### src/rtl/mem_lsu_ctrl_if.sv
// Bundle between the MEM-stage load/store controller and its environment: the core-side
// request/response handshake plus the data-RAM port. "slave" is the controller's view;
// "master" is the core + RAM side.
interface mem_lsu_ctrl_if #(
  parameter int unsigned WIDTH = 32,
  parameter int unsigned DEPTH = 1024
);
  localparam int unsigned AW = $clog2(DEPTH);

  // Core request
  logic             req_valid;
  logic             req_ready;
  logic             req_we;
  logic [1:0]       req_size;
  logic             req_unsigned;
  logic [31:0]      req_addr;
  logic [31:0]      req_wdata;

  // Core response
  logic             rsp_valid;
  logic [31:0]      rsp_rdata;
  logic             rsp_err;

  // Data RAM port
  logic             mem_write_en;
  logic [AW-1:0]    mem_addr;
  logic [WIDTH-1:0] mem_wdata;
  logic [WIDTH-1:0] mem_rdata;

  modport master (
    output req_valid, req_we, req_size, req_unsigned, req_addr, req_wdata,
    input  req_ready,
    input  rsp_valid, rsp_rdata, rsp_err,
    input  mem_write_en, mem_addr, mem_wdata,
    output mem_rdata
  );

  modport slave (
    input  req_valid, req_we, req_size, req_unsigned, req_addr, req_wdata,
    output req_ready,
    output rsp_valid, rsp_rdata, rsp_err,
    output mem_write_en, mem_addr, mem_wdata,
    input  mem_rdata
  );
endinterface

### src/rtl/mem_lsu_ctrl.sv
// Load/store controller for the data port of a word-wide RAM with 1-cycle synchronous read.
// One request outstanding; handles byte/half lane selection, sign/zero extension on loads and
// read-modify-write for sub-word stores.
// Optional feature: define MEM_MISALIGN_TRAP_EN to answer misaligned half/word accesses with
// rsp_err and no RAM access; otherwise low address bits are masked to natural alignment.
module mem_lsu_ctrl #(
  parameter int unsigned WIDTH = 32,
  parameter int unsigned DEPTH = 1024
) (
  input logic          clock,
  input logic          reset,
  mem_lsu_ctrl_if.slave bus
);
  localparam int unsigned AW = $clog2(DEPTH);

  typedef enum logic [1:0] {StIdle, StAccess, StMerge, StResp} state_e;

  state_e        state_q, state_d;
  logic          we_q;
  logic [1:0]    size_q;
  logic          unsigned_q;
  logic [1:0]    off_q;
  logic [AW-1:0] addr_q;
  logic [31:0]   wdata_q;
  logic          err_q;

  logic          accept;
  logic          trap;
  logic [1:0]    off;
  logic [31:0]   shifted;
  logic [31:0]   load_val;
  logic [31:0]   lane_mask;
  logic [31:0]   merged;

  // Bits above the word index only alias onto the same RAM word.
  logic unused_addr;
  assign unused_addr = ^bus.req_addr[31:AW+2];

  assign accept = bus.req_valid && (state_q == StIdle) && !reset;

  // Decode the byte offset of the request and whether it must trap.
  always_comb begin
    unique case (bus.req_size)
      2'b00:   off = bus.req_addr[1:0];
      2'b01:   off = {bus.req_addr[1], 1'b0};
      default: off = 2'b00;
    endcase
`ifdef MEM_MISALIGN_TRAP_EN
    trap = ((bus.req_size == 2'b01) && bus.req_addr[0]) ||
           (bus.req_size[1] && (bus.req_addr[1:0] != 2'b00));
`else
    trap = 1'b0;
`endif
  end

  // State register.
  always_ff @(posedge clock) begin
    if (reset) state_q <= StIdle;
    else       state_q <= state_d;
  end

  // Capture request fields on acceptance.
  always_ff @(posedge clock) begin
    if (reset) begin
      we_q       <= 1'b0;
      size_q     <= 2'b00;
      unsigned_q <= 1'b0;
      off_q      <= 2'b00;
      addr_q     <= '0;
      wdata_q    <= '0;
      err_q      <= 1'b0;
    end else if (accept) begin
      we_q       <= bus.req_we;
      size_q     <= bus.req_size;
      unsigned_q <= bus.req_unsigned;
      off_q      <= off;
      addr_q     <= bus.req_addr[AW+1:2];
      wdata_q    <= bus.req_wdata;
      err_q      <= trap;
    end
  end

  // Next-state logic.
  always_comb begin
    state_d = state_q;
    unique case (state_q)
      StIdle:   if (accept) state_d = trap ? StResp : StAccess;
      StAccess: state_d = (we_q && !size_q[1]) ? StMerge : StResp;
      StMerge:  state_d = StResp;
      StResp:   state_d = StIdle;
    endcase
  end

  // Lane extraction for loads and lane replacement for sub-word stores.
  always_comb begin
    shifted = bus.mem_rdata >> {off_q, 3'b000};
    if (size_q == 2'b00) begin
      load_val  = {{24{shifted[7] & ~unsigned_q}}, shifted[7:0]};
      lane_mask = 32'h0000_00ff << {off_q, 3'b000};
    end else if (size_q == 2'b01) begin
      load_val  = {{16{shifted[15] & ~unsigned_q}}, shifted[15:0]};
      lane_mask = 32'h0000_ffff << {off_q, 3'b000};
    end else begin
      load_val  = bus.mem_rdata;
      lane_mask = 32'hffff_ffff;
    end
    merged = (bus.mem_rdata & ~lane_mask) | ((wdata_q << {off_q, 3'b000}) & lane_mask);
  end

  // Outputs; everything is forced low while reset is asserted so an aborted MERGE never writes.
  always_comb begin
    bus.req_ready    = 1'b0;
    bus.rsp_valid    = 1'b0;
    bus.rsp_rdata    = '0;
    bus.rsp_err      = 1'b0;
    bus.mem_write_en = 1'b0;
    bus.mem_addr     = '0;
    bus.mem_wdata    = '0;
    if (!reset) begin
      unique case (state_q)
        StIdle: bus.req_ready = 1'b1;
        StAccess: begin
          bus.mem_addr = addr_q;
          if (we_q && size_q[1]) begin
            bus.mem_write_en = 1'b1;
            bus.mem_wdata    = wdata_q;
          end
        end
        StMerge: begin
          bus.mem_addr     = addr_q;
          bus.mem_write_en = 1'b1;
          bus.mem_wdata    = merged;
        end
        StResp: begin
          bus.rsp_valid = 1'b1;
          bus.rsp_err   = err_q;
          if (!we_q && !err_q) bus.rsp_rdata = load_val;
        end
      endcase
    end
  end
endmodule
### src/flat_wrapper.sv
// flat-port wrapper written by rule: the top's interface ports become plain ports
module mem_lsu_ctrl_flat 
#(
  parameter int unsigned WIDTH = 32,
  parameter int unsigned DEPTH = 1024
)
  (clock, reset, bus_req_valid, bus_req_we, bus_req_size, bus_req_unsigned, bus_req_addr, bus_req_wdata, bus_req_ready, bus_rsp_valid, bus_rsp_rdata, bus_rsp_err, bus_mem_write_en, bus_mem_addr, bus_mem_wdata, bus_mem_rdata);
  mem_lsu_ctrl_if #(.WIDTH(WIDTH), .DEPTH(DEPTH)) bus_i ();
  input logic clock;
  input logic reset;
  input wire logic [$bits(bus_i.req_valid)-1:0] bus_req_valid;
  input wire logic [$bits(bus_i.req_we)-1:0] bus_req_we;
  input wire logic [$bits(bus_i.req_size)-1:0] bus_req_size;
  input wire logic [$bits(bus_i.req_unsigned)-1:0] bus_req_unsigned;
  input wire logic [$bits(bus_i.req_addr)-1:0] bus_req_addr;
  input wire logic [$bits(bus_i.req_wdata)-1:0] bus_req_wdata;
  output wire logic [$bits(bus_i.req_ready)-1:0] bus_req_ready;
  output wire logic [$bits(bus_i.rsp_valid)-1:0] bus_rsp_valid;
  output wire logic [$bits(bus_i.rsp_rdata)-1:0] bus_rsp_rdata;
  output wire logic [$bits(bus_i.rsp_err)-1:0] bus_rsp_err;
  output wire logic [$bits(bus_i.mem_write_en)-1:0] bus_mem_write_en;
  output wire logic [$bits(bus_i.mem_addr)-1:0] bus_mem_addr;
  output wire logic [$bits(bus_i.mem_wdata)-1:0] bus_mem_wdata;
  input wire logic [$bits(bus_i.mem_rdata)-1:0] bus_mem_rdata;
  assign bus_i.req_valid = bus_req_valid;
  assign bus_i.req_we = bus_req_we;
  assign bus_i.req_size = bus_req_size;
  assign bus_i.req_unsigned = bus_req_unsigned;
  assign bus_i.req_addr = bus_req_addr;
  assign bus_i.req_wdata = bus_req_wdata;
  assign bus_req_ready = bus_i.req_ready;
  assign bus_rsp_valid = bus_i.rsp_valid;
  assign bus_rsp_rdata = bus_i.rsp_rdata;
  assign bus_rsp_err = bus_i.rsp_err;
  assign bus_mem_write_en = bus_i.mem_write_en;
  assign bus_mem_addr = bus_i.mem_addr;
  assign bus_mem_wdata = bus_i.mem_wdata;
  assign bus_i.mem_rdata = bus_mem_rdata;
  mem_lsu_ctrl #(.WIDTH(WIDTH), .DEPTH(DEPTH)) u_core (.clock(clock), .reset(reset), .bus(bus_i));
endmodule
### config.mk
export PLATFORM = sky130hd
export DESIGN_NAME = mem_lsu_ctrl_flat
export DESIGN_NICKNAME = d
export VERILOG_FILES = /design/src/rtl/mem_lsu_ctrl_if.sv /design/src/rtl/mem_lsu_ctrl.sv /design/src/flat_wrapper.sv
export SDC_FILE = /design/constraint.sdc
export NUM_CORES = 1
export LEC_CHECK = 0
export ABC_AREA = 1
export CAP_MARGIN = 5
export CORE_ASPECT_RATIO = 0.9
export CORE_MARGIN = 1.5
export CORE_UTILIZATION = 43
export DETAILED_ROUTE_END_ITERATION = 8
export PLACE_DENSITY = 0.94
export SLEW_MARGIN = 10
export SYNTH_ARGS = -nofsm -noshare
export SYNTH_HDL_FRONTEND = slang
export SYNTH_SLANG_ARGS = --single-unit
### constraint.sdc
create_clock -name clock -period 2.7 [get_ports clock]
set_clock_uncertainty 0.05 [all_clocks]
set_input_delay 0.27 -clock clock [delete_from_list [all_inputs] [get_ports clock]]
set_output_delay 0.27 -clock clock [all_outputs]
set_load 0.02 [all_outputs]
# == After elaboration in Yosys (flattened, before gate mapping) ==
# Cells that the tools add are included.
# op_classes
mux,23
shifts,4
reduce_logical,10
n_bitwise,7
eq_ne,6
# op_table
op,n
$mux 32,9
$and 32x32->32,2
$pmux 32 s2,1
$not 32->32,1
$or 32x32->32,1
$shl 16x5->32 const A,1
$shl 32x5->32,1
$shl 8x5->32 const A,1
$shr 32x5->16,1
$mux 10,2
$pmux 2 s4,1
$mux 1,7
$eq 2x1->1 const B,3
$logic_not 2->1,3
$eq 2x2->1 const B,2
$logic_and 1x1->1,4
$pmux 2 s2,1
$and 1x1->1,2
$logic_not 1->1,2
$mux 2,1
$ne 2x1->1 const B,1
$pmux 1 s2,1
$reduce_or 2->1,1
$not 1->1,1
# word_totals
input_bits,103
out_inout_bits,78
reg_bits,50
wordCells,57

# == Depth between registers and ports, before layout ==
# Gate-level depths: netlist of the first run.
# logic_depth
ltp_word,8
mapped_depth,11
mapped_depth_nobuf,9

# == Least setup slack after synthesis of the first run ==
# Ideal clock, no wire load.
# synth_timing
path_type,register to output
start,reg u_core.off_q[1]
end,out bus_mem_wdata[22]
required_time_ns,2.380
path_slack_ns,0.467
t_arrival_ns,1.913
stages_incl_launch_ff,12
n_path_buf,2
cell_sequence,dfxtp_1 inv_2 buf_2 buf_2 ha_1 inv_1 nand3_1 nand2_2 inv_2 nand2_1 nand3_1 a21oi_1
# synth_between
elab_chain_len,8
elab_cells_between_ends,11
cone_classes,shift (3); mux (4); bitwise (4)
# synth_lines
element,line,rtl
from (decl),mem_lsu_ctrl.sv:22,logic [1:0] off_q;
from (signal assigned),mem_lsu_ctrl.sv:68,off_q <= 2'b00;
from (signal assigned),mem_lsu_ctrl.sv:76,off_q <= off;
$shl 16x5->32,mem_lsu_ctrl.sv:102,"lane_mask = 32'h0000_ffff << {off_q, 3'b000};"
$mux 32,mem_lsu_ctrl.sv:100,end else if (size_q == 2'b01) begin
$mux 32,mem_lsu_ctrl.sv:97,if (size_q == 2'b00) begin
$not 32->32,mem_lsu_ctrl.sv:107,"merged = (bus.mem_rdata & ~lane_mask) | ((wdata_q << {off_q, 3'b000}) & lane_mask);"
$and 32x32->32,mem_lsu_ctrl.sv:107,
$or 32x32->32 (*),mem_lsu_ctrl.sv:107,
$pmux 32 s2 (*),mem_lsu_ctrl.sv:120,unique case (state_q)
$mux 32 (*),mem_lsu_ctrl.sv:119,if (!reset) begin
to (decl),flat_wrapper.sv:23,output wire logic [$bits(bus_i.mem_wdata)-1:0] bus_mem_wdata;
# Every way passes the cells marked *; elsewhere a longest branch is shown, timed or not.

# == Worst setup path after layout of the first run ==
# layout_timing
start,reg u_core.off_q[0]
end,out bus_mem_wdata[22]
# The elaborated chain is that of the path after synthesis.

==> reports/metrics.cfg, run 1 <==
[status]
outcome=completed

[logic_synthesis]
syn_area_mm2=0.00415
async_reset_ff_share_pct=0
syn_nets=875
ys.flop_type=dfxtp_1
seq_area_frac_synth_pct=24.1
avgSynthCellArea_um2=5.44
synth-edff-count=0
ys_types=26
syn_inst=763
yosys_register_bits=50
yosys_warnings=0

[worst_setup_path]
crit_required_ns=2.38
critPathLaunchType=register
arrival_ns=2.31
crit_type=reg2out
reg2reg_from=u_core.state_q[0]$_SDFFE_PP0P_
endpoint_kind=primary output
crit_top_cell=nand3_1
cp_max_fo=9
path_cells=clkinv_1 > ha_1 > inv_1 > nand3_1 > nand2_2 > inv_2 > nand2_1 > nand3_1 > a21oi_1 > dlygate4sd2_1
crit_path_max_incr_delay_ns=0.37
reg2reg_slack_ns=0.90
setup.worst_path.start=u_core.off_q[0]$_SDFFE_PP0P_
cp_slowest_cell=dfxtp_2

[final_layout]
num-nets-final=1012
area_growth_pct=46.2
final.fill_count=847
fin_area_mm2=0.00607
final_cells=1023
layout-drive-gt1-share_pct=6.11

[worst_hold_path]
hold_class=reg2reg
hold_start=u_core.addr_q[5]$_SDFFE_PP0P_

[place]
place_hpwl_mm=11.3
place_area_mm2=0.00589
place_inst=1015
io_buffers=159
dp_slack_ns=0.0745
routabilityCongestion=1.02

[die]
die_x_um=107
num_rows=33
core_mm2=0.00925
dieArea_mm2=0.0103
io_pins=181
start_util_pct=44.9
die_h_um=96.2

[clock_tree]
clockRootBuffer=clkbuf_8
cts_tree=built
clk_pin_slew_ns=0.09
clock_latency_ns=0.31
post_cts_buffers=0
clock_path_buffers=2
cts-buffers-inserted=5
hold_buffers=0
cts_sinks=50
htree_levels=2

[sta]
rsz0062_at_grt=true
finalHoldViolations=0
finalCritPeriodShare_pct=97.6
max_freq_mhz=380
finalCriticalPeriod_ns=2.63
maxSlewViolCount=0
setup_violations=0
setup_ws_ns=0.0653

[routing]
viasPerCell=5.43
first_pass_iters=6
wl_per_cell_um=15.1
drt_iter0_drc=663
drtAntennaViolNets=0
totalWireLength_mm=15.5
vias=5555
drc=0

[grt]
gr-total-overflow=0
grt_first_pass_wirelength_mm=24.2
grt_max_degree=67
antenna_found_initial=1
grt_pass1_vias=4899
grt_use_total_pct=29.6

[power_and_ir_drop]
leakage_nw=3.34
power_frac_comb_pct=56.4
swShare_pct=47.7
power.density_mw_per_mm2=606
p_int_w=0.00192
seqPwrFrac_pct=28.7
p_switching_w=0.00175
peakVddDrop_mv=0.347
p_clk_share_pct=14.9

[job]
drv_cap=0

-- what timing repair did --
item                                    CTS  global route
pin swaps                                 0             0
gates resized for setup                  28            58
endpoints found under the setup margin   29            49
endpoints found under the hold margin     0             0
-- sequential cells by signal (all words and copies together) (netlist names) --
signal	cells
u_core.unsigned_q	1
u_core.wdata_q	32
u_core.addr_q	10
u_core.size_q	2
u_core.off_q	2
u_core.state_q	2
u_core.we_q	1
-- logic make-up after synthesis --
| logic type | count (synthesis) | synth area share [%] |
|---|---|---|
| and+or+nand+nor | 436 | 42.5 |
| other | 1 | 0.0903 |
| adders and majority gates | 9 | 2.71 |
| DFF | 50 | 24.1 |
| AOI/OAI and AO/OA | 161 | 20.1 |
| buffers and inverters | 106 | 10.5 |
-- power by group through the flow --
stage	clock network (W)	logic (W)	registers (W)
2_1_floorplan	0	0.00134	0.00100
3_3_place_gp	0	0.00201	0.00105
3_5_place_dp	0	0.00204	0.00106
4_1_cts	0.000555	0.00204	0.00104
5_1_grt	0.000586	0.00231	0.00107
6_report	0.000547	0.00208	0.00106
-- worst max-delay path, delay by kind of cell (launching register included) --
family,cells,cell delay (ns)
buffers and inverters,4,0.71
AND/OR/NAND/NOR,4,0.44
flip-flops,1,0.37
adder cells (fa/ha/maj),1,0.35
AO/OA/AOI/OAI,1,0.15
-- cell usage after synthesis, types with 4 or more instances --
cell      number  area (um2)
nand2_1      282        1060
nand3_1       80         400
a21oi_1       74         370
o21ai_0       73         365
nor2_1        64         240
dfxtp_1       50        1000
inv_1         50         188
buf_2         25         125
clkbuf_1      20        75.1
ha_1           9         113
o211ai_1       6        45.0
inv_2          4        15.0
-- metrics by stage --
| step | TNS [ns] | hold slack (ns) | util, % | power [W] |
|---|---|---|---|---|
| after CTS | 0 | 0.432 | 64.7 | 0.00364 |
| after global placement | 0 | 0.408 | 63.7 | 0.00306 |
| after floorplan | 0 | 0.323 | - | 0.00235 |
| final | 0 | 0.429 | 65.6 | 0.00368 |
| after detailed placement | 0 | 0.417 | 63.7 | 0.00310 |
| after global routing | -0.126 | 0.444 | 65.6 | 0.00396 |
-- placed cells by master (no fill, tap or decap), types with 16 or more instances in the layout --
cell,synthesis,final
dlygate4sd2_1,0,19
dlymetal6s2s_1,0,37
o21ai_0,73,73
inv_1,50,50
nor2_1,64,61
nand2_1,282,280
dfxtp_1,50,48
nand3_1,80,79
buf_4,2,16
clkdlybuf4s50_1,0,96
a21oi_1,74,73
-- final cells by class --
class                      instances  area (um2)  area share, %
clock inverter                     1        30.0          0.495
multi-input combinational        607        2740           45.2
inverter                          56         213           3.50
antenna                            1        2.50         0.0412
tap                              122         153           2.51
sequential                        50        1000           16.5
clock buffer                       6        82.6           1.36
timing repair buffer             180        1850           30.4
-- worst paths after layout --
| check | endpoint | cells past startpoint |
|---|---|---|
| setup reg to reg | u_core.wdata_q[3]$_SDFFE_PP0P_ | 6 |
| setup / recovery | bus_mem_wdata[22] | 10 |
| hold reg to reg | u_core.addr_q[5]$_SDFFE_PP0P_ | 2 |
| hold / removal | u_core.addr_q[5]$_SDFFE_PP0P_ | 2 |
-- metal layers --
layer | vias up | GRT usage [%] | share of wire [%]
met1 | 2434 | 40.0 | 41
met2 | 364 | 47.5 | 44
met3 | 26 | 5.69 | 13
li1 | 2731 | - | -
met4 | 0 | 9.56 | 1.9
met5 | - | 0 | 0
Power figures use the tool's default switching activity.
==> run 2: changes to the inputs <==
--- a/config.mk
+++ b/config.mk
@@ -6,6 +6,7 @@
 export NUM_CORES = 1
 export LEC_CHECK = 0
 export ABC_AREA = 1
+export ABC_CLOCK_PERIOD_IN_PS = 2700
 export CAP_MARGIN = 5
 export CORE_ASPECT_RATIO = 0.9
 export CORE_MARGIN = 1.5
==> results of run 2 <==
No change in the layout: final DEF, timing and power equal those of run 1.
==> run 3: changes to the inputs <==
--- a/config.mk
+++ b/config.mk
@@ -8,7 +8,7 @@
 export ABC_AREA = 1
 export ABC_CLOCK_PERIOD_IN_PS = 2700
 export CAP_MARGIN = 5
-export CORE_ASPECT_RATIO = 0.9
+export CORE_ASPECT_RATIO = 0.6
 export CORE_MARGIN = 1.5
 export CORE_UTILIZATION = 43
 export DETAILED_ROUTE_END_ITERATION = 8
==> run 3 against run 2 <==
Sequential share of layout area shrank 0.29 points. Final cell count increased by 0.88%. Combinational power increased by 5%. Non-clock buffer count grew 1. Critical path type unchanged. Critical endpoint is now bus_rsp_rdata[4]. Largest cell class unchanged.
==> reports/metrics.cfg, run 3 (synthesis gave the netlist of run 1 again) <==
[status]
outcome=completed  ; unchanged

[power_and_ir_drop]
seqPwrFrac_pct=26.5  ; was 28.7%
p_clk_share_pct=18.9  ; was 14.9%
p_switching_w=0.00188  ; was 0.00175 W
swShare_pct=47.2  ; was 47.7%
peakVddDrop_mv=0.505  ; was 0.347 mV
power_frac_comb_pct=54.7  ; was 56.4%
p_int_w=0.00211  ; was 0.00192 W
leakage_nw=3.35  ; was 3.34 nW
power.density_mw_per_mm2=645  ; was 606 mW/mm2

[routing]
viasPerCell=5.42  ; was 5.43
drtAntennaViolNets=0  ; unchanged
drt_iter0_drc=771  ; was 663
wl_per_cell_um=15.9  ; was 15.1 um
vias=5592  ; was 5555
drc=0  ; unchanged
totalWireLength_mm=16.4  ; was 15.5 mm
first_pass_iters=6  ; unchanged

[final_layout]
regMostFlops=u_core.wdata_q  ; unchanged
final_common_cell=nand2_1  ; unchanged
area_growth_pct=48.8  ; was 46.2%
final_cell_mix=280 x nand2_1, 102 x clkdlybuf4s50_1, 79 x nand3_1  ; was 280 x nand2_1, 96 x clkdlybuf4s50_1, 79 x nand3_1
largest_register_ffs=32  ; unchanged
largestRegisters=u_core.wdata_q (32), u_core.addr_q (10)  ; unchanged
layout-drive-gt1-share_pct=5.76  ; was 6.11%
final.fill_count=868  ; was 847
diodes=0  ; was 1
num-nets-final=1013  ; was 1012
fin_area_mm2=0.00618  ; was 0.00607 mm2

[sta]
finalCritPeriodShare_pct=97.8  ; was 97.6%
maxSlewViolCount=0  ; unchanged
finalCriticalPeriod_ns=2.64  ; was 2.63 ns
setup_ws_ns=0.0590  ; was 0.0653 ns
setup_violations=0  ; unchanged
max_freq_mhz=379  ; was 380 MHz
finalHoldViolations=0  ; unchanged

[die]
start_util_pct=44.7  ; was 44.9%
num_rows=27  ; was 33
dieArea_mm2=0.0103  ; about the same
core_mm2=0.00929  ; was 0.00925 mm2
die_x_um=130  ; was 107 um
io_pins=181  ; unchanged
die_h_um=79.1  ; was 96.2 um

[grt]
gr-total-overflow=0  ; unchanged
grt_use_total_pct=31.2  ; was 29.6%
grt_first_pass_wirelength_mm=24.9  ; was 24.2 mm
grt_pass1_vias=4877  ; was 4899
antenna_found_initial=0  ; was 1
grt_max_degree=67  ; unchanged

[place]
place_hpwl_mm=12.3  ; was 11.3 mm
dp_slack_ns=0.119  ; was 0.0745 ns
io_buffers=159  ; unchanged
place_area_mm2=0.00592  ; was 0.00589 mm2
routabilityCongestion=1.00  ; was 1.02

[worst_setup_path]
arrival_ns=2.32  ; was 2.31 ns
crit_type=reg2out  ; unchanged
cp_max_fo=24  ; was 9
crit_required_ns=2.38  ; about the same
endpoint_kind=primary output  ; unchanged
critPathLaunchType=register  ; unchanged

[clock_tree]
htree_levels=2  ; unchanged
post_cts_buffers=0  ; unchanged
cts-buffers-inserted=5  ; unchanged
cts_tree=built  ; unchanged
clock_path_buffers=2  ; unchanged
clk_pin_slew_ns=0.08  ; was 0.09 ns
clock_latency_ns=0.29  ; was 0.31 ns
cts_sinks=50  ; unchanged
clockRootBuffer=clkbuf_16  ; was clkbuf_8

[job]
drv_cap=0  ; unchanged

[worst_hold_path]
hold_class=reg2reg  ; unchanged

==> run 3: routing by layer <==
metal | share of wire, % | routed length [um] | global-route usage, % | vias up
met4 | 0.83 | 136 | 4.78 | 0
met1 | 44 | 7300 | 43.8 | 2477
li1 | - | - | - | 2727
met2 | 40 | 6620 | 46.1 | 371
met3 | 15 | 2400 | 11.3 | 17
met5 | 0 | 0 | 0 | -
==> run 3: final timing paths <==
path,from,endpoint,cells after the start,slack [ns]
max reg2reg,u_core.state_q[0]$_SDFFE_PP0P_,u_core.wdata_q[6]$_SDFFE_PP0P_,6,0.85
max,u_core.off_q[1]$_SDFFE_PP0P_,bus_rsp_rdata[4],8,0.06
min,u_core.addr_q[2]$_SDFFE_PP0P_,u_core.addr_q[2]$_SDFFE_PP0P_,2,0.43
min reg2reg,u_core.addr_q[2]$_SDFFE_PP0P_,u_core.addr_q[2]$_SDFFE_PP0P_,2,0.43
==> run 3: layout make-up <==
type	count	area, um2	share of cell area (%)
inverter	56	210	3.40
sequential	50	1000	16.2
timing repair buffer	181	1890	30.6
clock buffer	5	125	2.03
multi-input combinational	607	2740	44.3
tap	130	163	2.63
clock inverter	3	48.8	0.790
==> run 3: worst max-delay path: stages, from the launching register on <==
cell and delay [ns]:
dfxtp_1 0.34, inv_2 0.14, buf_4 0.19, buf_6 0.22
a21oi_1 0.08, o21ai_0 0.08, o21ai_0 0.10, a21oi_1 0.20
clkdlybuf4s50_1 0.67
==> run 3: through the flow <==
stage                     setup TNS (ns)  util (%)  hold slack (ns)  cells  power [W]
after floorplan                        0         -            0.323    763    0.00235
after global routing             -0.0177      66.5            0.445   1032    0.00423
after detailed placement               0      63.8            0.416   1024    0.00317
final                                  0      66.5            0.426   1032    0.00399
after CTS                              0      65.4            0.429   1032    0.00391
after global placement                 0      63.8            0.410   1024    0.00314
==> run 3: repair_timing <==
| action | in CTS | in global routing |
|---|---|---|
| hold buffers | 0 | 0 |
| endpoints found under the setup margin | 27 | 43 |
| resized for setup | 22 | 50 |
| gates cloned | 0 | 0 |
==> run 3: power groups by stage <==
stage	clock, W	sequential (W)	combinational, W
floorplan	0	0.00100	0.00134
global placement	0	0.00105	0.00208
detailed placement	0	0.00106	0.00211
CTS	0.000756	0.00104	0.00211
global route	0.000789	0.00107	0.00237
finish	0.000752	0.00106	0.00218
